<file path="src/rtl/pong_match_ctrl.sv">
// Pong match sequencer: serve pacing, miss-to-score conversion and match end detection.
// All outputs come from registers or a decode of the registered state.
module pong_match_ctrl #(
  parameter int unsigned WIN_SCORE   = 9,
  parameter int unsigned SERVE_DELAY = 60,
  parameter int unsigned POINT_HOLD  = 30
) (
  input  logic       PixelClock,
  input  logic       nReset,
  input  logic       frameTick,
  input  logic       serveBtn,
  input  logic       missLeft,
  input  logic       missRight,
  output logic       ballReset,
  output logic       ballRun,
  output logic       serveDir,
  output logic [3:0] scoreLeft,
  output logic [3:0] scoreRight,
  output logic       gameOver,
  output logic [2:0] state
);

  localparam logic [3:0] WIN = 4'(WIN_SCORE);
  localparam logic [7:0] SD  = 8'(SERVE_DELAY);
  localparam logic [7:0] PH  = 8'(POINT_HOLD);

  typedef enum logic [2:0] {
    S_IDLE  = 3'd0,
    S_SERVE = 3'd1,
    S_PLAY  = 3'd2,
    S_POINT = 3'd3,
    S_OVER  = 3'd4
  } state_e;

  state_e     state_q, state_d;
  logic [7:0] cnt_q, cnt_d;
  logic       sbtn_q;
  logic [3:0] score_l_q, score_l_d;
  logic [3:0] score_r_q, score_r_d;
  logic       dir_q, dir_d;

  logic       serve_rise;
  logic [7:0] cnt_inc;

  assign serve_rise = serveBtn & ~sbtn_q;
  assign cnt_inc    = cnt_q + 8'd1;

  always_comb begin
    state_d   = state_q;
    score_l_d = score_l_q;
    score_r_d = score_r_q;
    dir_d     = dir_q;
    case (state_q)
      S_IDLE: begin
        if (serve_rise) state_d = S_SERVE;
      end
      S_SERVE: begin
        if (frameTick && cnt_inc == SD) state_d = S_PLAY;
      end
      S_PLAY: begin
        // A simultaneous double miss ends the rally without awarding a point.
        if (missLeft && missRight) begin
          state_d = S_POINT;
        end else if (missLeft) begin
          if (score_r_q < WIN) score_r_d = score_r_q + 4'd1;
          dir_d   = 1'b0;
          state_d = S_POINT;
        end else if (missRight) begin
          if (score_l_q < WIN) score_l_d = score_l_q + 4'd1;
          dir_d   = 1'b1;
          state_d = S_POINT;
        end
      end
      S_POINT: begin
        if (frameTick && cnt_inc == PH)
          state_d = (score_l_q == WIN || score_r_q == WIN) ? S_OVER : S_SERVE;
      end
      S_OVER: begin
        if (serve_rise) begin
          state_d   = S_SERVE;
          score_l_d = 4'd0;
          score_r_d = 4'd0;
          dir_d     = 1'b1;
        end
      end
      default: state_d = S_IDLE;
    endcase
  end

  // Counter restarts on every state change, so a tick on the transition edge is dropped.
  always_comb begin
    cnt_d = cnt_q;
    if (state_d != state_q) cnt_d = 8'd0;
    else if (frameTick)     cnt_d = cnt_inc;
  end

  always_ff @(posedge PixelClock or negedge nReset) begin
    if (!nReset) begin
      state_q   <= S_IDLE;
      cnt_q     <= 8'd0;
      sbtn_q    <= 1'b0;
      score_l_q <= 4'd0;
      score_r_q <= 4'd0;
      dir_q     <= 1'b1;
    end else begin
      state_q   <= state_d;
      cnt_q     <= cnt_d;
      sbtn_q    <= serveBtn;
      score_l_q <= score_l_d;
      score_r_q <= score_r_d;
      dir_q     <= dir_d;
    end
  end

  assign ballRun    = (state_q == S_PLAY);
  assign ballReset  = ~ballRun;
  assign gameOver   = (state_q == S_OVER);
  assign serveDir   = dir_q;
  assign scoreLeft  = score_l_q;
  assign scoreRight = score_r_q;
  assign state      = state_q;

endmodule

</file>
<file path="config.mk">
export PLATFORM = sky130hd
export DESIGN_NAME = pong_match_ctrl
export DESIGN_NICKNAME = d
export VERILOG_FILES = /design/src/rtl/pong_match_ctrl.sv
export SDC_FILE = /design/constraint.sdc
export NUM_CORES = 1
export LEC_CHECK = 0
export CORE_AREA = 2 2 62 64
export CTS_CLUSTER_DIAMETER = 80
export DETAILED_ROUTE_END_ITERATION = 7
export DIE_AREA = 0 0 64 66
export GPL_TIMING_DRIVEN = 0
export PLACE_DENSITY_LB_ADDON = 0.05
export SYNTH_ARGS = -nofsm -noshare
export SYNTH_HDL_FRONTEND = slang
export SYNTH_SLANG_ARGS = --single-unit
export TNS_END_PERCENT = 5
</file>
<file path="constraint.sdc">
create_clock -name PixelClock -period 2.3 [get_ports PixelClock]
set_input_delay 0.69 -clock PixelClock [delete_from_list [all_inputs] [get_ports PixelClock]]
set_output_delay 0.69 -clock PixelClock [all_outputs]
set_load 0.02 [all_outputs]
</file>
# [After elaboration in Yosys (flattened, before gate mapping)]
# Cells that the tools add are included.
[totals] out_inout_bits=15 inputBits=6 ff_bits=21 word_cells=67
[op_classes] n_mux=25 order_cmp=2 n_eq_ne=17 n_addsub=3 reduce_logical=11 bitwise=3
[ops] cell="$mux W4" n=8
[ops] cell="$mux W3" n=7
[ops] cell="$mux W8" n=2
[ops] cell="$pmux W4 S2" n=2
[ops] cell="$pmux W3 S4" n=1
[ops] cell="$add A4 B1 Y4 const B" n=2
[ops] cell="$add A8 B1 Y8 const B" n=1
[ops] cell="$eq A4 B4 Y1 const B" n=2
[ops] cell="$eq A8 B5 Y1 const B" n=1
[ops] cell="$eq A8 B6 Y1 const B" n=1
[ops] cell="$lt A4 B4 Y1 const B" n=2
[ops] cell="$ne A2 B2 Y1 const B" n=4
[ops] cell="$eq A3 B2 Y1 const B" n=2
[ops] cell="$ne A2 B1 Y1 const B" n=3
[ops] cell="$reduce_and A6 Y1" n=1
[ops] cell="$reduce_and A5 Y1" n=1
[ops] cell="$mux W1" n=4
[ops] cell="$reduce_and A4 Y1" n=1
[ops] cell="$reduce_bool A2 Y1" n=2
[ops] cell="$eq A3 B1 Y1 const B" n=1
[ops] cell="$eq A3 B3 Y1 const B" n=1
[ops] cell="$logic_and A1 B1 Y1" n=3
[ops] cell="$logic_not A3 Y1" n=1
[ops] cell="$ne A3 B3 Y1" n=1
[ops] cell="6 further kinds" n=7

# [Depth between registers and ports, before layout]
[depth] ltp_word=7 depth_mapped=8 depth_no_buf=7

# [Worst setup path before layout]
# OpenSTA, ideal clock, no wires.
[synth_path] path_type="in2reg" start="in frameTick" end="reg state_q[1] (netlist: state[1])" required_time_ps=2199 arrival_ps=1905 n_path_buf=1 setup_slack_ps=294 stages=5 setup_time_ps=101 path_cell_list="clkbuf_1 -> nand2_1 -> or4_4 -> or2_1 -> o32ai_1"
[synth_via] elab_chain_len=3 elab_cells_between_ends=5 cone_classes="3 x mux; 2 x reduce/logical"
[synth_lines] element="start: declaration" line="10" rtl="input logic frameTick,"
[synth_lines] element="$logic_and A1 B1 Y1 (on tied branches)" line="75, 58"
[synth_lines] element="$mux W3 (on tied branches)" line="75, 58"
[synth_lines] element="$pmux W3 S4 (*)" line="53" rtl="case (state_q)"
[synth_lines] element="named net state_d[1]" line="35" rtl="state_e state_q, state_d;"
[synth_lines] element="end signal: assignment" line="106" rtl="state_q <= state_d;"
[synth_lines] element="end: declaration" line="35"
# The timed path passes the listed nets; every way through them passes the cells marked *.
# A chain may end at the register's enable or synchronous reset.

# [Worst setup path after layout]
[layout_path] start="reg state_q[2] (netlist: state[2])" end="out ballRun"
[layout_via] elab_chain_len=1
[layout_lines] element="$eq A3 B2 Y1" line="115" rtl="assign ballRun = (state_q == S_PLAY);"
[layout_lines] element="end: declaration" line="15" rtl="output logic ballRun,"
# No other way between the ends.

==> impl_metrics.ini <==
[status]
status = finished, final reports clean

[yosys]
syn_nets = 156
synth.avg_cell_area_um2 = 9.566
yosysWarnings = 0
synthMuxAreaShare = 0.01113
synth_common_cells = dfrtp_1, nor2_1, inv_1, ha_1, nand2_1
synth-main-ff-cell = dfrtp_1
yosys_register_bits = 21
synthCells = 141
synth-seq-area-share = 0.3905
synth_edf_count = 0
ys_top_cells_by_area = dfrtp_1, ha_1, nor2_1
yosysMostFrequentCell = dfrtp_1
syn_area_mm2 = 0.001349
synth-simple-area-share = 0.2180
synth_xor_area_frac = 0.05195
synthAdderAreaFrac = 0.08349
synth_compound_area_frac = 0.1883
synth_top_family_by_area = simple AND/OR/NAND/NOR gates
synth.distinct_cells = 48
async_flop_share = 1.000
netlist.area_leader.share = 0.3711
synth_top_area_cell = dfrtp_1

[power]
sw_frac_of_total = 0.3908
p_int_mw = 0.7865
pwr-share-clk = 0.144
p_sw_mw = 0.5046
power.share.sequential = 0.427
pwr-share-comb = 0.429
power-per-cell-area_mw_per_mm2 = 795.6
ir_worst_vdd_mv = 0.4058
power_leakage_nw = 0.6853

[cts]
hold_buffers = 0
clock_path_buffers = 2
cts-root-buf = clkbuf_4
cts_setup_buffers = 0
htree_levels = 1
insertion_delay_ns = 0.31
clk_pin_slew_ns = 0.12
numClockSinks = 21
cts-buffers-inserted = 3
cts_tree = built

[floorplan]
fp.dieH_um = 66
io_pins = 21
start_util = 0.3798
fp.dieArea_mm2 = 0.004224
die_x_um = 64
core-area_mm2 = 0.003551
rows = 22

[cells_and_area]
drive_gt1_frac = 0.1220
area_growth_pct = 20.32
num_antenna_cells = 0
final_core_util = 0.4570
fin_nets = 180
fill_cells = 348

[sta]
hold_viol = 0
rsz0062_at_grt = false
finalWorstSetupSlack_ns = 0.08214
setup-violations-final = 0
max_freq_mhz = 450.9
fin_skew_ns = 0.004841
slew_viol_final = 0
fin_crit_ns = 2.218
relSlewSlack = 0.3467
timing.final.crit_share = 0.9643
worstMarginPinSlew_ns = 0.9769

[worst_setup_path]
cp-start-kind = flip-flop
cp_max_fo = 8
r2r_cells = 5
cp-end-kind = output port
worstPathArrival_ns = 1.53
worstPathRequired_ns = 1.61
crit_type = flip-flop to output port

[detailed_routing]
drt_wl_total_mm = 2.924
antenna_left = 0
viasPerCell = 5.094
wl_per_cell_um = 13.79
dr.first_iter.drc_count = 46
route.vias.total = 1080
drc = 0
drt_pre_antenna_iters = 4

[grt]
grt_max_degree = 22
grt_pass1_vias = 1134
grt_first_pass_wirelength_mm = 5.244
grt_antenna_before_repair = 0
track_usage = 0.1612
overflow = 0

[placement]
pre_cts_ws_ns = -0.06056
place_congestion = 0.7426
port_buffers = 19
dp.final_hpwl_mm = 2.172

[worst_hold_path]
hp-class = flip-flop to flip-flop
min_path_cells = 1

[run]
maxCapViolCount = 0
[critical path, cell delays in order, from the launching register on]
cell and delay, ns:
dfrtp_1 0.48, or3b_4 0.46, inv_1 0.13, buf_4 0.16
[cell families after synthesis]
| logic type | count (synthesis) |
|---|---|
| compound gates | 31 |
| xor+xnor | 8 |
| buf+inv | 15 |
| mux | 1 |
| simple gates | 56 |
| flops | 21 |
| fa+ha+maj | 9 |
[layer usage]
layer,up-vias,part of all wire,GRT usage
li1,547,-,-
met1,503,0.50,0.2115
met2,24,0.46,0.2578
met3,6,0.038,0.04600
met4,0,0.011,0.04620
met5,-,0,0
[worst paths after layout]
path | from | end | slack [ns]
min in group asynchronous | nReset | cnt_q[7] | 0.91
hold / removal | scoreLeft[2] | scoreLeft[2] | 0.58
setup reg to reg | cnt_q[0] | cnt_q[0] | 0.24
hold reg to reg | scoreLeft[2] | scoreLeft[2] | 0.58
setup / recovery | state[2] | ballRun | 0.08
max in group asynchronous | nReset | scoreLeft[2] | 0.81
[layout by cell type, fill, tap and decap left out, types with 2 or more instances in the layout]
cell type and count:
a41oi_1 2, a21oi_1 5, nand3_1 6, nand2_1 9, clkdlybuf4s50_1 16, nand4_1 2, xnor2_1 4, nor3_1 6
inv_1 10, nor2_1 18, o21ai_0 7, buf_6 3, dfrtp_1 20, buf_4 2, o32ai_1 2, ha_1 9
clkbuf_4 3, clkbuf_1 2, nand2b_1 3, xor2_1 4
[sequential cells by signal, indices dropped and copies added (netlist names)]
name	cells
cnt_q	8
scoreLeft	4
scoreRight	4
state	3
sbtn_q	1
serveDir	1
[area by class of cell]
class	instances	area, um2	area share
repair buffers	19	183.9	0.1133
plain buffers	4	33.78	0.02082
multi-input cells	105	745.7	0.4595
well taps	48	60.06	0.03701
clock buffers	4	26.28	0.01619
flip-flops and latches	21	526.8	0.3246
inverters	11	46.29	0.02853
[through the flow]
| stage | TNS, ns | hold WS (ns) | std cells | power, mW | cell area, um2 |
|---|---|---|---|---|---|
| floorplan | 0 | 0.3944 | 141 | 0.9584 | 1349 |
| global placement | -0.08664 | 0.5331 | 208 | 1.097 | 1599 |
| detailed placement | -0.09966 | 0.5485 | 208 | 1.109 | 1599 |
| CTS | 0 | 0.5826 | 212 | 1.303 | 1614 |
| global route | 0 | 0.5941 | 212 | 1.415 | 1623 |
| finish | 0 | 0.5760 | 212 | 1.291 | 1623 |
[power groups by stage]
| stage | clock network (mW) | logic, mW | registers (mW) |
|---|---|---|---|
| after floorplan | 0 | 0.400 | 0.558 |
| after global placement | 0 | 0.542 | 0.554 |
| after detailed placement | 0 | 0.551 | 0.557 |
| after CTS | 0.198 | 0.554 | 0.551 |
| after global routing | 0.212 | 0.632 | 0.571 |
| final | 0.186 | 0.553 | 0.551 |
[what timing repair did]
item | 4_1_cts | 5_1_grt
pin swaps | 0 | 0
endpoints found under the setup margin | 3 | 3
resized for setup | 9 | 6
hold endpoints to repair | 0 | 0
(Power assumes the default switching activity.)
